--- src/rtl/alu.sv ---
// 8-bit registered ALU for the execute stage: 16 unsigned operations on A/B,
// result and add-carry registered together for a fixed one-cycle latency.
module alu #(
  parameter int WIDTH = 8
) (
  input  logic             clk,
  input  logic             rst_n,
  input  logic [WIDTH-1:0] A,
  input  logic [WIDTH-1:0] B,
  input  logic [3:0]       ALU_Sel,
  output logic [WIDTH-1:0] ALU_Out,
  output logic             CarryOut
);

  typedef enum logic [3:0] {
    OP_ADD  = 4'h0, OP_SUB  = 4'h1, OP_MUL  = 4'h2, OP_DIV  = 4'h3,
    OP_SHL  = 4'h4, OP_SHR  = 4'h5, OP_ROL  = 4'h6, OP_ROR  = 4'h7,
    OP_AND  = 4'h8, OP_OR   = 4'h9, OP_XOR  = 4'hA, OP_NOR  = 4'hB,
    OP_NAND = 4'hC, OP_XNOR = 4'hD, OP_GT   = 4'hE, OP_EQ   = 4'hF
  } alu_op_e;

  logic [WIDTH-1:0] result_next;
  logic [WIDTH:0]   sum_full;
  logic [WIDTH-1:0] rol_a;
  logic [WIDTH-1:0] ror_a;
  logic [WIDTH-1:0] quot;
  logic [WIDTH-1:0] alu_out_reg;
  logic             carry_reg;

  assign sum_full = {1'b0, A} + {1'b0, B};

  // Rotations are pure wiring: each result bit picks its neighbour of A.
  genvar gi;
  generate
    for (gi = 0; gi < WIDTH; gi++) begin : g_rot
      assign rol_a[gi] = A[(gi + WIDTH - 1) % WIDTH];
      assign ror_a[gi] = A[(gi + 1) % WIDTH];
    end
  endgenerate

  // Divide-by-zero saturates to all ones instead of relying on X semantics.
  assign quot = (B == '0) ? {WIDTH{1'b1}} : (A / B);

  always_comb begin
    result_next = '0;
    case (ALU_Sel)
      OP_ADD:  result_next = sum_full[WIDTH-1:0];
      OP_SUB:  result_next = A - B;
      OP_MUL:  result_next = A * B;
      OP_DIV:  result_next = quot;
      OP_SHL:  result_next = {A[WIDTH-2:0], 1'b0};
      OP_SHR:  result_next = {1'b0, A[WIDTH-1:1]};
      OP_ROL:  result_next = rol_a;
      OP_ROR:  result_next = ror_a;
      OP_AND:  result_next = A & B;
      OP_OR:   result_next = A | B;
      OP_XOR:  result_next = A ^ B;
      OP_NOR:  result_next = ~(A | B);
      OP_NAND: result_next = ~(A & B);
      OP_XNOR: result_next = ~(A ^ B);
      OP_GT:   result_next = {{(WIDTH-1){1'b0}}, (A > B)};
      OP_EQ:   result_next = {{(WIDTH-1){1'b0}}, (A == B)};
      default: result_next = '0;
    endcase
  end

  always_ff @(posedge clk or negedge rst_n) begin
    if (!rst_n) begin
      alu_out_reg <= '0;
      carry_reg   <= 1'b0;
    end else begin
      alu_out_reg <= result_next;
      carry_reg   <= sum_full[WIDTH];
    end
  end

  assign ALU_Out  = alu_out_reg;
  assign CarryOut = carry_reg;

endmodule

--- config.mk ---
export PLATFORM = sky130hd
export DESIGN_NAME = alu
export DESIGN_NICKNAME = d
export VERILOG_FILES = /design/src/rtl/alu.sv
export SDC_FILE = /design/constraint.sdc
export NUM_CORES = 1
export LEC_CHECK = 0
export ABC_AREA = 0
export BUFFER_PORTS_ARGS = -buffer_cell sky130_fd_sc_hd__buf_2
export CORE_ASPECT_RATIO = 1.5
export CORE_MARGIN = 4
export CORE_UTILIZATION = 44
export DETAILED_ROUTE_END_ITERATION = 6
export GPL_ROUTABILITY_DRIVEN = 0
export MAX_ROUTING_LAYER = met4
export PLACE_DENSITY = 0.66
export SKIP_LAST_GASP = 1
export SLEW_MARGIN = 20
export SYNTH_ARGS = -nofsm -noshare
export SYNTH_HDL_FRONTEND = slang
export SYNTH_SLANG_ARGS = --single-unit
--- constraint.sdc ---
create_clock -name clk -period 0.8 [get_ports clk]
set_input_delay 0.04 -clock clk [delete_from_list [all_inputs] [get_ports clk]]
set_output_delay 0.04 -clock clk [all_outputs]
set_load 0.05 [all_outputs]
==> impl_metrics.tcl <==
set metrics [dict create \
    antenna_left 0 \
    grt_pass1_vias 5605 \
    yosysUniqueCellTypes 61 \
    clk_path_buf_depth 2 \
    drv_slew 0 \
    synth_xor_area_frac 0.07322 \
    die_area_um2 11170 \
    utilization 0.7634 \
    crit_path_max_incr_delay_ns 0.40 \
    synth_largest_area_cell "ha_1" \
    hold_violations 0 \
    antenna_found_initial 0 \
    fmax_ghz 0.1080 \
    drt-total-wl_mm 19.56 \
    place_area_um2 5923 \
    die_w_um 87.65 \
    synth-main-ff-cell "dfrtp_1" \
    synth_seq_area_share 0.05380 \
    syn_to_final_growth_pct 68.74 \
    synth-edff-count 0 \
    grt_max_degree 15 \
    violations "setup timing" \
    diodes 0 \
    finalSetupViolCount 10 \
    gr-total-overflow 0 \
    syn_nets 678 \
    synth_top_area_frac 0.2361 \
    first_iter_violations 420 \
    final_layout_size_suffix_gt1_frac 0.4594 \
    avgViaCountPerCell 6.116 \
    vias 5584 \
    synth_compound_area_frac 0.2597 \
    route.detailed.drc 0 \
    fp.dieH_um 127.5 \
    path_class "input pin to flop" \
    portBuffers 30 \
    synth_simple_gate_area_frac 0.1763 \
    ys_ff_latch 9 \
    ios 31 \
    wl_per_cell_um 21.42 \
    power.density_nw_per_um2 1188 \
    initial_core_util 0.4524 \
    async_flop_share 1.000 \
    grt_use_total 0.3115 \
    path_clk_slew_ns 0.04 \
    synth_top_family_by_area "adder cells" \
    status "finished, violations left" \
    finalWorstSetupSlack_ns -8.457 \
    slew_headroom 0.6580 \
    dp_hpwl_mm 13.19 \
    maxCapViolations 0 \
    grt_pass1_wl_mm 26.66 \
    crit_slowest_cell "o311a_4" \
    cp_data_arrival_time_ns 9.37 \
    rows 43 \
    grt_setup_unrepaired "yes" \
    end_kind "flop" \
    hold_path.class "input pin to async pin" \
    synthesis.area_um2 4187 \
    crit_fanout 7 \
    cts_buffers 3 \
    drt_pass1_iterations 5 \
    core_region_area_um2 9254 \
    worstMarginPinSlew_ns 0.5119 \
    ys_top_cells_by_area "ha_1 (24%), fa_1 (6.7%), dfrtp_1 (5.4%), nor2_1 (5.3%), a21oi_1 (4.9%)" \
    avgSynthCellArea_um2 7.436 \
    cts_tree "built" \
    ys.warnings.count 0 \
    synthMuxAreaShare 0.05947 \
    ir_drop_v 0.001515 \
    cp.required_ns 0.92 \
    dp_slack_ns -8.733 \
    final_nets 917 \
    fin_hold_ws_ns 0.1878 \
    h-tree-depth 1 \
    synth-adder-area-share 0.3030 \
    fin_area_um2 7064 \
    period_needed_ns 9.257 \
    p_leak_nw 3.373 \
    cts_root_buf "clkbuf_16" \
    period_share 11.57 \
    startpoint_type "input pin" \
    clock-sinks 9 \
    postSynthCellCount 563 \
    cpMostUsedCell "a21oi_2" \
]
==> worst max-delay path, delay by kind of cell <==
family,cells,cell delay [ns]
AOI/OAI and AO/OA,23,4.06
adders and majority gates,7,1.97
muxes,4,1.35
and+or+nand+nor,9,1.28
buffers and inverters,5,0.69
==> synthesized netlist by cell type (12+ instances only) <==
library cell	number
fa_1	14
inv_1	54
nor2_1	59
clkbuf_1	21
a21oi_1	41
nor3_1	17
a21o_1	12
nand2_1	40
xnor2_1	19
mux2_2	15
ha_1	79
o21ai_0	30
xor2_1	16
==> power by group <==
| group | internal [W] | switching (W) | total (W) |
|---|---|---|---|
| Sequential | 0.000529 | 0.0000358 | 0.000565 |
| Combinational | 0.00341 | 0.00352 | 0.00693 |
| Clock | 0.000668 | 0.000232 | 0.000900 |
==> cell type report <==
cell class / count / area [um^2]
clock buffer: 4 / 78.83
fill: 638 / 2190
inverter: 55 / 221.5
multi-input combinational: 473 / 4220
sequential: 9 / 225.2
tap: 112 / 140.1
timing repair buffer: 260 / 2178
==> timing repair <==
item | in CTS | in global routing
hold buffers | 1 | 0
cloned | 0 | 0
gates resized for setup | 74 | 73
pin swaps | 31 | 34
setup endpoints to repair | 18 | 16
setup buffers | 32 | 36
endpoints found under the hold margin | 9 | 0
==> per-stage QoR <==
step	TNS [ns]	cells	power [W]
after floorplan	-36.34	563	0.003998
after global placement	-40.37	850	0.005763
after detailed placement	-41.98	850	0.005965
after CTS	-39.02	887	0.007504
after global routing	-44.41	913	0.008824
final	-42.60	913	0.008395
==> sequential cells by signal, indices dropped and copies added (netlist names) <==
name and cells:
ALU_Out 8, CarryOut 1
==> layer usage <==
metal,vias up,part of all wire,track usage
met4,0,0.095,0.2529
met2,356,0.50,0.5426
met5,-,0,-
met1,2593,0.34,0.2992
li1,2499,-,-
met3,136,0.066,0.03742
==> worst max path at each step <==
stage	cells after the start	to	slack (ns)	start
after CTS	47	ALU_Out[0]	-8.09	B[6]
after global routing	50	ALU_Out[0]	-8.80	B[7]
final	48	ALU_Out[0]	-8.46	B[7]
after floorplan	47	ALU_Out[0]	-8.12	B[5]
after detailed placement	44	ALU_Out[0]	-8.73	B[5]
after global placement	46	ALU_Out[0]	-8.31	B[5]
==> layout by cell type (no fill, tap or decap), drive strengths merged, types with 4 or more instances in the layout <==
master / synthesis / routed
a21o: 12 / 12
o211ai: 4 / 4
o21ai: 31 / 31
o221ai: 5 / 5
clkbuf: 21 / 5
and3: 5 / 5
nand2: 40 / 40
inv: 54 / 50
nand2b: 5 / 5
xnor2: 19 / 19
o21a: 9 / 9
a211oi: 7 / 7
mux2i: 5 / 5
buf: 5 / 258
nor2: 59 / 59
mux2: 17 / 17
ha: 79 / 79
xor2: 16 / 16
nor2b: 6 / 6
a31oi: 7 / 7
dfrtp: 9 / 9
clkinvlp: 0 / 4
a21oi: 41 / 41
fa: 14 / 14
nand3: 9 / 9
o22ai: 9 / 9
nor3: 17 / 17
or3: 4 / 4
a22oi: 7 / 7
nor4: 4 / 4
==> cell families (layout without fill, tap and decap cells) <==
family / Yosys count / count (layout)
adders and majority gates: 93 / 93
xor gates and xnor gates: 35 / 35
DFF: 9 / 9
muxes: 22 / 22
AOI/OAI and AO/OA: 164 / 164
and+or+nand+nor: 159 / 159
buffers and inverters: 81 / 319
No activity file was read; power rests on OpenSTA's default activity.
